$ cat config.mk
export PLATFORM = sky130hd
export DESIGN_NAME = mult_div_unit
export DESIGN_NICKNAME = d
export VERILOG_FILES = /design/src/rtl/mdu_pkg.sv /design/src/rtl/mult_div_unit.sv
export SDC_FILE = /design/constraint.sdc
export NUM_CORES = 1
export LEC_CHECK = 0
export CORE_MARGIN = 2
export CORE_UTILIZATION = 45
export DETAILED_ROUTE_END_ITERATION = 12
export PLACE_DENSITY = 0.67
export SETUP_SLACK_MARGIN = 0.02
export SYNTH_ARGS = -nofsm -noshare
export SYNTH_HDL_FRONTEND = slang
export SYNTH_SLANG_ARGS = --single-unit
export TNS_END_PERCENT = 20
$ cat constraint.sdc
create_clock -name clock -period 3.55 [get_ports clock]
set_input_delay 0.8875 -clock clock [delete_from_list [all_inputs] [get_ports clock]]
set_output_delay 0.8875 -clock clock [all_outputs]
set_load 0.01 [all_outputs]
$ cat src/rtl/mdu_pkg.sv
// mdu_pkg: op codes and FSM states shared by the multiply/divide unit and the control unit decode
package mdu_pkg;
  localparam logic [1:0] OP_MULT  = 2'b00;
  localparam logic [1:0] OP_MULTU = 2'b01;
  localparam logic [1:0] OP_DIV   = 2'b10;
  localparam logic [1:0] OP_DIVU  = 2'b11;
  typedef enum logic [1:0] {S_IDLE, S_RUN, S_FINISH} state_t;
endpackage

$ cat src/rtl/mult_div_unit.sv
// mult_div_unit: multi-cycle shift-add multiply / restoring divide producing HI/LO
module mult_div_unit import mdu_pkg::*; #(
  parameter int WIDTH = 32
) (
  input  logic             clock,
  input  logic             reset,
  input  logic             start,
  input  logic [1:0]       op,
  input  logic [WIDTH-1:0] a,
  input  logic [WIDTH-1:0] b,
  input  logic             abort,
  output logic             busy,
  output logic             done,
  output logic             div_zero,
  output logic [WIDTH-1:0] hi,
  output logic [WIDTH-1:0] lo
);
  localparam int CW = $clog2(WIDTH + 1);
  state_t state, nextState;
  logic opDiv, negRes, negRem, zeroDiv;
  logic [WIDTH-1:0] aMag, bMag;
  logic [CW-1:0] cnt;
  logic [2*WIDTH-1:0] acc, prod;
  logic isDiv, isSigned, aNeg, bNeg, divByZero, accept;
  logic [WIDTH:0] mulSum, shifted, diff;
  logic [WIDTH-1:0] divRem, quo, rem;
  assign isDiv     = (op == OP_DIV) || (op == OP_DIVU);
  assign isSigned  = (op == OP_MULT) || (op == OP_DIV);
  assign aNeg      = isSigned & a[WIDTH-1];
  assign bNeg      = isSigned & b[WIDTH-1];
  assign divByZero = isDiv && (b == '0);
  // a start coinciding with done is dropped so the control unit sees a clean handshake
  assign accept    = start && !abort && !done && (state == S_IDLE);
  assign busy      = state != S_IDLE;
  assign mulSum  = {1'b0, acc[2*WIDTH-1:WIDTH]} + {1'b0, acc[0] ? aMag : '0};
  assign shifted = {acc[2*WIDTH-1:WIDTH], acc[WIDTH-1]};
  assign diff    = shifted - {1'b0, bMag};
  assign divRem  = diff[WIDTH] ? shifted[WIDTH-1:0] : diff[WIDTH-1:0];
  assign prod    = negRes ? -acc : acc;
  assign quo     = negRes ? -acc[WIDTH-1:0] : acc[WIDTH-1:0];
  assign rem     = negRem ? -acc[2*WIDTH-1:WIDTH] : acc[2*WIDTH-1:WIDTH];
  always_comb begin
    nextState = state;
    if (abort) nextState = S_IDLE;
    else if (state == S_IDLE) nextState = accept ? (divByZero ? S_FINISH : S_RUN) : S_IDLE;
    else if (state == S_RUN) nextState = (cnt == CW'(1)) ? S_FINISH : S_RUN;
    else nextState = S_IDLE;
  end
  always_ff @(posedge clock or negedge reset) begin
    if (!reset) state <= S_IDLE;
    else state <= nextState;
  end
  always_ff @(posedge clock or negedge reset) begin
    if (!reset) begin
      opDiv <= 1'b0;
      negRes <= 1'b0;
      negRem <= 1'b0;
      zeroDiv <= 1'b0;
      aMag <= '0;
      bMag <= '0;
      cnt <= '0;
      acc <= '0;
      done <= 1'b0;
      div_zero <= 1'b0;
      hi <= '0;
      lo <= '0;
    end else begin
      done <= 1'b0;
      if (accept) begin
        opDiv <= isDiv;
        negRes <= aNeg ^ bNeg;
        negRem <= isDiv & aNeg;
        zeroDiv <= divByZero;
        aMag <= aNeg ? -a : a;
        bMag <= bNeg ? -b : b;
        cnt <= CW'(WIDTH);
        // lo half seeds the multiplier or the dividend; a raw dividend is parked in hi for divide-by-zero
        acc <= divByZero ? {a, {WIDTH{1'b0}}} : {{WIDTH{1'b0}}, isDiv ? (aNeg ? -a : a) : (bNeg ? -b : b)};
      end else if (state == S_RUN) begin
        cnt <= cnt - CW'(1);
        acc <= opDiv ? {divRem, acc[WIDTH-2:0], ~diff[WIDTH]} : {mulSum, acc[WIDTH-1:1]};
      end else if (state == S_FINISH && !abort) begin
        done <= 1'b1;
        div_zero <= zeroDiv;
        hi <= zeroDiv ? acc[2*WIDTH-1:WIDTH] : opDiv ? rem : prod[2*WIDTH-1:WIDTH];
        lo <= zeroDiv ? {WIDTH{1'b1}} : opDiv ? quo : prod[WIDTH-1:0];
      end
    end
  end
endmodule

==> run_results.csv <==
group,metric,value,unit
final_layout,drive_above_1_share,14.7,%
sta,rsz0062_at_grt,"yes",
synthesis,avgSynthCellArea,7.88,µm²
placed_design,place_ws,-0.298,ns
sta,hold_viol,0,
setup_path,worstPathRequired,3.99,ns
route,drt_pass1_iterations,5,
final_layout,final_common_cell,"nand2_1",
synthesis,ys_async_sr_fraction,100,%
run,maxCapViolCount,0,
sta,setup_viol,0,
setup_path,endpoint_kind,"flop",
power_and_ir_drop,power.density,726,mW/mm²
final_layout,layout_common_cells,"nand2_1 (270), buf_4 (236), dfrtp_1 (205)",
route,route.detailed.drc,0,
synthesis,ys_top_cells_by_area,"dfrtp_1 (32%), nand2_1 (6.3%), o21ai_0 (5.9%)",
sta,setup_tns,0,ns
placed_design,portBuffers,136,
clocking,clkSinkCount,206,
floorplan,num_io_pins,137,
sta,period_share,96.2,%
sta,holdWs,0.395,ns
grt,grt_max_degree,94,
floorplan,start_util,45.6,%
final_layout,nFillCells,3340,
grt,grt_pass1_wl,96000,µm
synthesis,synth_ff_type,"dfrtp_1",
synthesis,ys_types,78,
route,vias,16900,
route,viasPerCell,6.01,
sta,fin_crit,3.41,ns
clocking,cts_tree,"done",
synthesis,synth_edf_count,0,
sta,slew_headroom,45.8,%
clocking,cts_buffers,25,
floorplan,die_w,194,µm
setup_path,critPathLaunchType,"flop",
synthesis,synth-seq-cells,206,
route,wl_per_cell,22.4,µm
sta,setup_ws,0.136,ns
final_layout,finalNonFillerCells,2819,
power_and_ir_drop,ir_drop,0.000408,V
final_layout,synthToLayoutAreaGrowth,27.7,%
final_layout,final_area,0.0207,mm²
synthesis,yosysTopAreaCell,"dfrtp_1",
sta,skew,0.0104,ns
setup_path,cp.arrival,3.86,ns
synthesis,yosysWarnings,0,
sta,slew_viol_final,0,
final_layout,fin_util,58.2,%
clocking,cts_root_buf,"clkbuf_16",
synthesis,synthesis.area,0.0162,mm²
status,run_status,"completed",
synthesis,syn-num-nets,2196,
route,drt-total-wl,63200,µm
setup_path,worst-path-max-fanout,8,
floorplan,dieHeight,194,µm
power_and_ir_drop,total_power,15.0,mW
floorplan,core_area,0.0355,mm²
placed_design,dpl_cell_area,0.0196,mm²
placed_design,gp_congestion,0.971,
grt,track_usage,32.9,%
floorplan,row_count,69,
final_layout,antenna_cells,0,
route,postRouteAntennaNets,0,
clocking,clkTransAtPathRegs,0.06,ns
grt,antenna_found_initial,0,
final_layout,final_nets,2481,
sta,timing.fmax,0.293,GHz
floorplan,die_area,0.0375,mm²
placed_design,dp_hpwl,49200,µm
power_and_ir_drop,leakagePower,9.15,nW
grt,grt_pass1_vias,16300,
sta,tightest_slew,0.813,ns
clocking,htreeDepth,1,
clocking,clockBufferDepth,3,
synthesis,synth_top_area_share,31.9,%
route,drt_iter0_drc,1473,
clocking,worstSkewPairLatency,0.56,ns
grt,overflow,0,
placed_design,dp_cells,2768,
setup_path,path_class,"flop to flop",
synthesis,syn_inst,2054,
worst_hold_path,hp-class,"input port to asynchronous set/reset pin",
synthesis,ys_seq_area_share,31.9,%
worst paths after layout:
check,start,to,slack (ns),cells after the start
max in group asynchronous,reset,opDiv$_DFFE_PN0P_,2.37,2
min in group clock,lo[0]$_DFFE_PN0P_,lo[0]$_DFFE_PN0P_,0.46,2
setup / recovery,acc[31]$_DFFE_PN0N_,acc[60]$_DFFE_PN0N_,0.14,15
hold / removal,reset,lo[17]$_DFFE_PN0P_,0.39,1
hold reg to reg,lo[0]$_DFFE_PN0P_,lo[0]$_DFFE_PN0P_,0.46,2
setup reg to reg,acc[31]$_DFFE_PN0N_,acc[60]$_DFFE_PN0N_,0.14,15
what timing repair did:
| action | 4_1_cts | 5_1_grt |
|---|---|---|
| gates resized for setup | 3 | 23 |
| setup buffers | 0 | 4 |
| gates cloned | 0 | 1 |
| setup endpoints to repair | 5 | 34 |
| hold buffers | 0 | 0 |
| pin swaps | 1 | 3 |
sequential cells by signal (all words and copies together), names as in the netlist, 2 cells and up:
| register | count |
|---|---|
| acc | 64 |
| aMag | 32 |
| bMag | 32 |
| hi | 32 |
| lo | 32 |
| cnt | 6 |
| state | 2 |
cells in the mapped netlist (9+ instances only):
| library cell | count |
|---|---|
| nand4_1 | 18 |
| a21o_1 | 33 |
| a211oi_1 | 14 |
| o22ai_1 | 26 |
| xnor2_1 | 97 |
| a21oi_1 | 181 |
| o21ai_1 | 17 |
| a22oi_1 | 9 |
| nor2_1 | 180 |
| o31ai_1 | 23 |
| a31oi_1 | 14 |
| o22a_1 | 10 |
| o221ai_1 | 12 |
| inv_1 | 61 |
| o41ai_1 | 14 |
| buf_1 | 12 |
| xor2_1 | 78 |
| nand2_1 | 271 |
| nor2b_1 | 14 |
| o21bai_1 | 10 |
| o211ai_1 | 10 |
| o21ai_0 | 190 |
| ha_1 | 70 |
| and3_1 | 10 |
| or3_1 | 24 |
| a221oi_1 | 11 |
| nand3_1 | 46 |
| clkbuf_1 | 111 |
| dfrtp_1 | 206 |
| and2_1 | 39 |
| nor3_1 | 41 |
| mux2i_1 | 63 |
| nand2b_1 | 20 |
| nor4_1 | 16 |
| or4_1 | 12 |
logic make-up (layout without fill, tap and decap cells):
| logic type | Yosys count | count (layout) | synth area share (%) |
|---|---|---|---|
| mux | 67 | 67 | 4.17 |
| compound gates | 617 | 617 | 23.0 |
| buf+inv | 190 | 494 | 4.44 |
| fa+ha+maj | 72 | 72 | 5.66 |
| xor+xnor | 176 | 176 | 9.57 |
| flops | 206 | 206 | 31.9 |
| simple gates | 726 | 726 | 21.3 |
metal layers:
| metal | GRT usage, % | vias up | share of wire (%) |
|---|---|---|---|
| li1 | - | 7884 | - |
| met4 | 16.7 | 0 | 5.5 |
| met5 | 0 | - | 0 |
| met1 | 44.2 | 8185 | 43 |
| met2 | 52.8 | 724 | 45 |
| met3 | 3.37 | 144 | 6.8 |
cell type report:
class	count	area [µm²]	area share [%]
clock inverters	10	144	0.696
flip-flops and latches	206	5160	25.0
inverters	63	236	1.14
clock buffers	36	717	3.47
multi-input cells	1658	10400	50.5
well taps	461	577	2.79
repair buffers	385	3390	16.4
power by group:
group / switching (mW) / internal (mW) / total, mW
logic: 5.06 / 3.86 / 8.92
clock network: 1.09 / 1.63 / 2.71
registers: 0.562 / 2.80 / 3.36
total: 6.70 / 8.29 / 15.0
critical path, stage by stage (launching register included):
cell and delay (ns):
dfrtp_1 0.38, inv_1 0.08, ha_1 0.22, fa_2 0.35
nand2b_4 0.16, a21oi_2 0.12, a211oi_1 0.06, buf_4 0.16
o211ai_1 0.25, a21boi_1 0.12, buf_4 0.17, o21ba_4 0.26
xnor2_4 0.30, buf_6 0.22, o221ai_1 0.15, a211o_1 0.30
(Power assumes the default switching activity.)
